[config.mk]
export PLATFORM = sky130hd
export DESIGN_NAME = counter_mod_k_mode
export DESIGN_NICKNAME = d
export VERILOG_FILES = /design/src/rtl/counter_mod_k_mode.sv
export SDC_FILE = /design/constraint.sdc
export NUM_CORES = 1
export LEC_CHECK = 0
export ABC_CLOCK_PERIOD_IN_PS = 2800
export CORE_UTILIZATION = 47
export CTS_BUF_LIST = sky130_fd_sc_hd__clkbuf_4
export DETAILED_ROUTE_END_ITERATION = 7
export DONT_BUFFER_PORTS = 1
export GPL_TIMING_DRIVEN = 0
export SETUP_SLACK_MARGIN = 0.02
export SLEW_MARGIN = 15
export SYNTH_ARGS = -nofsm -noshare
export SYNTH_HDL_FRONTEND = slang
export SYNTH_SLANG_ARGS = --single-unit
[constraint.sdc]
create_clock -name i_clk -period 2.8 [get_ports i_clk]
set_input_delay 0.28 -clock i_clk [delete_from_list [all_inputs] [get_ports i_clk]]
set_output_delay 0.28 -clock i_clk [all_outputs]
set_load 0.02 [all_outputs]
[src/rtl/counter_mod_k_mode.sv]
`default_nettype none
// +----------------------------------------------------------------------------+
// | Module : counter_mod_k_mode                                                |
// | Brief  : Runtime-modulus up/down counter with wrap/saturate/one-shot modes |
// | Rev    : 1.0  initial release                                              |
// +----------------------------------------------------------------------------+
module counter_mod_k_mode #(
  parameter int N = 3,
  parameter int W = 4
) (
  input  logic         i_clk,
  input  logic         i_reset,
  input  logic         i_en,
  input  logic         i_up,
  input  logic [N-1:0] i_k,
  input  logic [1:0]   i_mode,
  input  logic         i_load,
  input  logic [N-1:0] i_load_val,
  output logic [N-1:0] o_count,
  output logic         o_roll_over,
  output logic         o_done,
  output logic [W-1:0] o_wraps
);

  localparam logic [1:0] c_mode_sat     = 2'b01;
  localparam logic [1:0] c_mode_oneshot = 2'b10;

  typedef enum logic [0:0] {
    ST_RUN  = 1'b0,
    ST_HOLD = 1'b1
  } state_t;

  state_t         r_state;
  logic [N-1:0]   r_count;
  logic           r_roll_over;
  logic           r_done;
  logic [W-1:0]   r_wraps;

  logic [N-1:0]   w_top;
  logic           w_out_of_range;
  logic           w_terminal;
  logic [N-1:0]   w_wrap_val;
  logic [N-1:0]   w_term_val;
  logic [N-1:0]   w_step_val;
  logic [N-1:0]   w_load_val;
  logic [W-1:0]   w_wraps_next;

  // K-1 in N bits; k==0 underflows to all-ones, which is exactly 2^N-1.
  always_comb begin
    w_top          = i_k - 1'b1;
    w_out_of_range = (i_k != '0) && (r_count >= i_k);
    w_terminal     = w_out_of_range || (i_up ? (r_count == w_top) : (r_count == '0));
    w_wrap_val     = i_up ? '0 : w_top;
    w_term_val     = i_up ? w_top : '0;
    w_step_val     = i_up ? (r_count + 1'b1) : (r_count - 1'b1);
    w_load_val     = ((i_k == '0) || (i_load_val < i_k)) ? i_load_val : '0;
    w_wraps_next   = (r_wraps == '1) ? r_wraps : (r_wraps + 1'b1);
  end

  always_ff @(posedge i_clk) begin
    if (i_reset) begin
      r_state     <= ST_RUN;
      r_count     <= '0;
      r_roll_over <= 1'b0;
      r_done      <= 1'b0;
      r_wraps     <= '0;
    end else if (i_load) begin
      r_state     <= ST_RUN;
      r_count     <= w_load_val;
      r_roll_over <= 1'b0;
      r_done      <= 1'b0;
      r_wraps     <= '0;
    end else begin
      r_roll_over <= 1'b0;
      if ((r_state == ST_RUN) && i_en) begin
        if (w_terminal) begin
          r_roll_over <= 1'b1;
          r_wraps     <= w_wraps_next;
          case (i_mode)
            c_mode_sat: begin
              r_count <= w_term_val;
              r_state <= ST_HOLD;
              r_done  <= 1'b1;
            end
            c_mode_oneshot: begin
              r_count <= w_wrap_val;
              r_state <= ST_HOLD;
              r_done  <= 1'b1;
            end
            default: begin
              r_count <= w_wrap_val;
            end
          endcase
        end else begin
          r_count <= w_step_val;
        end
      end
    end
  end

  assign o_count     = r_count;
  assign o_roll_over = r_roll_over;
  assign o_done      = r_done;
  assign o_wraps     = r_wraps;

endmodule
`default_nettype wire

Yosys cells after proc, flatten, opt, wreduce, memory -nomap -nowiden
Index checks and enable logic that the tools add are counted.
- reduce and logical (&&, ||, !) cells: 13
- bitwise operators: 3
- muxes and demuxes: 10
- add/sub/neg operators: 4
- order comparisons: 2
- equality and inequality tests: 4
- operators by type and width (cell ; count):
    $mux 3 ; 8
    $logic_not 3->1 ; 2
    $reduce_and 3->1 ; 2
    $sub 3x1->3 const B ; 2
    $add 4x1->4 const B ; 1
    $eq 4x4->1 const B ; 1
    $reduce_or 2->1 ; 2
    $add 3x1->3 const B ; 1
    $eq 3x3->1 ; 1
    $ge 3x3->1 ; 1
    $lt 3x3->1 ; 1
    $not 1->1 ; 3
    $reduce_bool 3->1 ; 1
    $reduce_or 3->1 ; 1
    $eq 2x1->1 const B ; 1
    $eq 2x2->1 const B ; 1
    $logic_and 1x1->1 ; 2
    $logic_or 1x1->1 ; 2
    $mux 1 ; 2
    $reduce_bool 2->1 ; 1
- flip-flop bits (word level): 9

Depth between registers and ports, before layout
- depth in word-level cells: 7
- mapped depth: 8

Worst setup path after synthesis
No wires, ideal clock.
- path kind: in2reg
- from: input i_k[1]
- to: register r_wraps[0] (netlist: o_wraps[0])
- path slack: 0.713 ns
- buffers on the path: 0
- arrival: 2.017 ns
- stages: 8
- library setup time: 0.070 ns
- data required time: 2.730 ns
- cells stage by stage: inv_1 -> ha_1 -> ha_1 -> xnor2_1 -> or4_4 -> o211a_2 -> or3_1 -> a21oi_1
- cells in the longest elaborated chain, start to end: 5
- elaborated cells between the ends (all ways): 8
- RTL lines (what ; RTL line ; RTL):
    start, declared ; 15 ; input logic [N-1:0] i_k,
    $sub 3x1->3 ; 50 ; w_top = i_k - 1'b1;
    $eq 3x3->1 ; 52 ; w_terminal = w_out_of_range || (i_up ? (r_count == w_top) : (r_count == '0));
    $mux 1 ; 52 ;
    $logic_or 1x1->1 * ; 52 ;
    $reduce_and 3->1 (no line) * ; n/a ;
    end signal, assigned ; 78 ; r_wraps <= w_wraps_next;
    end, declared ; 37 ; logic [W-1:0] r_wraps;
Every way passes the cells marked *; elsewhere a longest branch is shown, timed or not.
A chain may end at the register's enable or synchronous reset.

Final worst setup path
- from: register r_count[0] (netlist: o_count[0])
- to: register r_wraps[0] (netlist: o_wraps[0])
- cells in the longest elaborated chain, start to end: 4
- elaborated cells between the ends (all ways): 7
- RTL lines (what ; RTL line ; RTL):
    start, declared ; 34 ; logic [N-1:0] r_count;
    start signal, assigned ; 69 ; r_count <= w_load_val;
    start signal, assigned ; 81 ; r_count <= w_term_val;
    start signal, assigned ; 86 ; r_count <= w_wrap_val;
    $ge 3x3->1 (tied with other cells) ; 51 ; w_out_of_range = (i_k != '0) && (r_count >= i_k);
    $logic_and 1x1->1 or $mux 1 (tied branches) ; 51, 52 ;
    $logic_or 1x1->1 * ; 52 ;
    $reduce_and 3->1 (no line) * ; n/a ;
Marked as above.

==> impl_results.rst <==
.. list-table::
   :header-rows: 1

   * - Metric
     - Value
   * - First-pass GRT wire length
     - 2.497 mm
   * - Met2 layer wire length in the routed design
     - 577 µm
   * - P_int
     - 262.1 µW
   * - Run status
     - completed
   * - Least-Margin Pin Slew
     - 0.4410 ns
   * - Maximum fanout encountered on the critical timing path
     - 6
   * - First drt pass iteration count
     - 4
   * - Clock transition at the registers of the reported paths
     - 0.06 ns
   * - Max-cap violation count
     - 0
   * - Flip-flop and latch count after synthesis
     - 9
   * - Level count of the clock H-tree
     - 1
   * - Syn Nets
     - 112
   * - Number of buffer cells added on primary ports
     - 0
   * - Clock buffers created by TritonCTS
     - 3
   * - Total power draw
     - 394.5 µW
   * - Finished Core Util
     - 0.5665
   * - Switching Power
     - 132.3 µW
   * - Final min period
     - 2.214 ns
   * - Final hold violation count
     - 0
   * - Routed Wire Length
     - 1.476 mm
   * - Combined area of all synthesized cells
     - 734.5 µm²
   * - Critical Path Source Type
     - flip-flop
   * - Drt drc
     - 0
   * - Setup clock skew after layout
     - 0.0006970 ns
   * - Clock Sinks
     - 9
   * - Dpl cell area
     - 753.2 µm²
   * - Pins over their slew limit
     - 0
   * - Fin worst setup slack
     - 0.5857 ns
   * - Cell leakage power
     - 0.3597 nW
   * - Vias per cell
     - 5.750
   * - Pin count of the biggest net entering global routing
     - 11
   * - Arrival time at the worst endpoint
     - 2.40 ns
   * - Final Cell Area
     - 783.3 µm²
   * - Deepest clock path buffer count
     - 2
   * - Most used cells in the layout excluding fill and tap cells
     - 13 x sky130_fd_sc_hd__nor2_1, 9 x sky130_fd_sc_hd__ha_1, 9 x sky130_fd_sc_hd__dfxtp_1, 7 x sky130_fd_sc_hd__inv_1, 6 x sky130_fd_sc_hd__nand2_1
   * - Most common library cell in the layout ignoring fill and taps
     - sky130_fd_sc_hd__nor2_1
   * - Via Count
     - 621
   * - Initial core utilization
     - 0.5312
   * - Vias in the first global route
     - 560
   * - Portion of the post-synthesis area used by sequential elements
     - 0.2453
   * - Required arrival time at the worst endpoint
     - 2.99 ns
   * - Worst slew margin relative to its limit
     - 0.7056
   * - Number of gates given a new drive strength after cts
     - 0
   * - Number of DRC markers in iteration 0
     - 17
   * - Switching share of power
     - 0.3355
   * - Setup repair after global routing missed its margin
     - no
   * - Placeable core area
     - 0.001383 mm²
   * - Detail-routed net length per standard cell
     - 13.67 µm
   * - Number of setup buffers added after CTS
     - 0
   * - Worst min path class
     - in2reg
   * - Detail Placement HPWL
     - 1.220 mm
   * - Die boundary width
     - 41.53 µm
   * - Maximum ir drop on the vdd rail
     - 0.2044 mV
   * - Die footprint
     - 0.001725 mm²
   * - Post-CTS Hold Fix Bufs
     - 0
   * - Setup TNS Final
     - 0 ns
   * - Met3 wirelength from detailed routing
     - 88 µm
   * - Chip Height
     - 41.53 µm
   * - Largest area contributor in the netlist
     - sky130_fd_sc_hd__dfxtp_1
   * - Critical Path End Type
     - flip-flop
   * - Count of inserted antenna diode cells
     - 0
   * - Source-to-sink clock delay at the later pin of the worst-skew pair
     - 0.25 ns
   * - Site row count
     - 13
   * - Post-route antenna net violation count
     - 0
   * - Endpoints failing setup
     - 0
   * - Wire length on met1
     - 810 µm
   * - Part of the total power dissipated in combinational logic
     - 0.317
   * - Top metal layer carrying routed signals
     - met3
   * - Placer Congestion
     - 0.7485
   * - Fraction of power consumed by sequential logic
     - 0.409
   * - Pwr dens
     - 503.6 mW/mm²
   * - Clock root cell
     - sky130_fd_sc_hd__clkbuf_4
   * - Category of the critical setup timing path
     - reg2reg
   * - TritonCTS clock tree
     - built
   * - Yosys warns
     - 0
   * - Cell types with the largest area share after synthesis
     - sky130_fd_sc_hd__dfxtp_1 25%, sky130_fd_sc_hd__ha_1 15%, sky130_fd_sc_hd__nor2_1 6.6%
   * - Overall overflow remaining after global route
     - 0
   * - I/O pin cnt
     - 22
   * - Dpl ws
     - 0.5686 ns
   * - Maximum frequency from static timing analysis
     - 451.6 MHz
   * - Aggregate global-route resource usage
     - 0.1919
   * - Number of nets in the finished design
     - 117
   * - Area share of the leading cell type in the synthesized netlist
     - 0.2453
   * - Initial antenna violation count
     - 0
   * - Layout cell share with drive strength beyond 1
     - 0.1290
   * - Synthesis-to-layout area growth
     - 6.644%
   * - Post-route fraction of the period consumed by the critical path
     - 0.7908
   * - Synth Instances
     - 89
   * - Post-synthesis average cell area
     - 8.252 µm²
   * - Clock power share
     - 0.274
   * - Cell variety after synth
     - 30
==> flip-flops by register name, indices dropped and copies added (netlist names) <==
signal	count
o_roll_over	1
o_done	1
o_count	3
o_wraps	4
==> power by group through the flow <==
stage	registers, mW	logic (mW)	clock network (mW)
after CTS	0.162	0.126	0.115
after global routing	0.162	0.142	0.126
after detailed placement	0.165	0.126	0
after floorplan	0.160	0.105	0
final	0.161	0.125	0.108
after global placement	0.164	0.121	0
==> Yosys cell counts <==
cell	instances
sky130_fd_sc_hd__dfxtp_1	9
sky130_fd_sc_hd__a31o_2	1
sky130_fd_sc_hd__fa_1	1
sky130_fd_sc_hd__inv_1	7
sky130_fd_sc_hd__or4_1	1
sky130_fd_sc_hd__or4_4	1
sky130_fd_sc_hd__o211ai_2	1
sky130_fd_sc_hd__o211a_2	1
sky130_fd_sc_hd__or3_1	2
sky130_fd_sc_hd__nor3_1	1
sky130_fd_sc_hd__nor2_1	13
sky130_fd_sc_hd__nand2_1	6
sky130_fd_sc_hd__o21ai_0	3
sky130_fd_sc_hd__o21a_1	1
sky130_fd_sc_hd__xnor2_1	5
sky130_fd_sc_hd__nor2b_1	2
sky130_fd_sc_hd__nand2b_1	2
sky130_fd_sc_hd__buf_1	1
sky130_fd_sc_hd__a21o_2	1
sky130_fd_sc_hd__a311oi_1	3
sky130_fd_sc_hd__or2_2	2
sky130_fd_sc_hd__a21oi_1	2
sky130_fd_sc_hd__a41o_1	1
sky130_fd_sc_hd__mux2i_1	4
sky130_fd_sc_hd__and2_1	1
sky130_fd_sc_hd__a31oi_1	3
sky130_fd_sc_hd__buf_4	1
sky130_fd_sc_hd__nand3_1	3
sky130_fd_sc_hd__and3_1	1
sky130_fd_sc_hd__ha_1	9
==> worst max-delay path: stages (launching register included) <==
cell	delay [ns]
sky130_fd_sc_hd__dfxtp_1	0.55
sky130_fd_sc_hd__inv_1	0.09
sky130_fd_sc_hd__ha_1	0.29
sky130_fd_sc_hd__or4_4	0.54
sky130_fd_sc_hd__o211a_2	0.17
sky130_fd_sc_hd__or3_1	0.35
sky130_fd_sc_hd__a21oi_1	0.15
==> worst paths after layout <==
path / from / endpoint / slack [ns] / depth (start not counted)
worst max-delay path: o_count[0] / o_wraps[0] / 0.59 / 6
worst min-delay path: i_reset / o_count[0] / 0.09 / 1
worst max register to register: o_count[0] / o_wraps[0] / 0.59 / 6
worst min register to register: o_wraps[3] / o_wraps[3] / 0.59 / 2
==> logic make-up after synthesis <==
| group | share of synthesized area |
|---|---|
| DFF | 0.2453 |
| buffers and inverters | 0.05111 |
| xor gates and xnor gates | 0.05962 |
| and+or+nand+nor | 0.2351 |
| AOI/OAI and AO/OA | 0.1738 |
| adders and majority gates | 0.1806 |
| muxes | 0.05452 |
==> stage by stage <==
step | std cells | hold WS (ns)
floorplan | 89 | 0.3521
global placement | 104 | 0.3544
detailed placement | 104 | 0.3552
CTS | 108 | 0.07373
global route | 108 | 0.05857
finish | 108 | 0.08775
==> layer usage <==
metal / vias up / track usage
li1: 325 / -
met1: 274 / 0.2676
met2: 22 / 0.2625
met3: 0 / 0.1000
met4: 0 / 0.03871
met5: - / 0
==> layout make-up <==
class | instances | area [µm²]
buffer | 2 | 11.26
clock buffer | 4 | 30.03
fill | 144 | 599.3
inverter | 7 | 26.28
multi-input combinational | 71 | 516.7
sequential | 9 | 180.2
tap | 15 | 18.77
No activity file was read; power rests on OpenSTA's default activity.
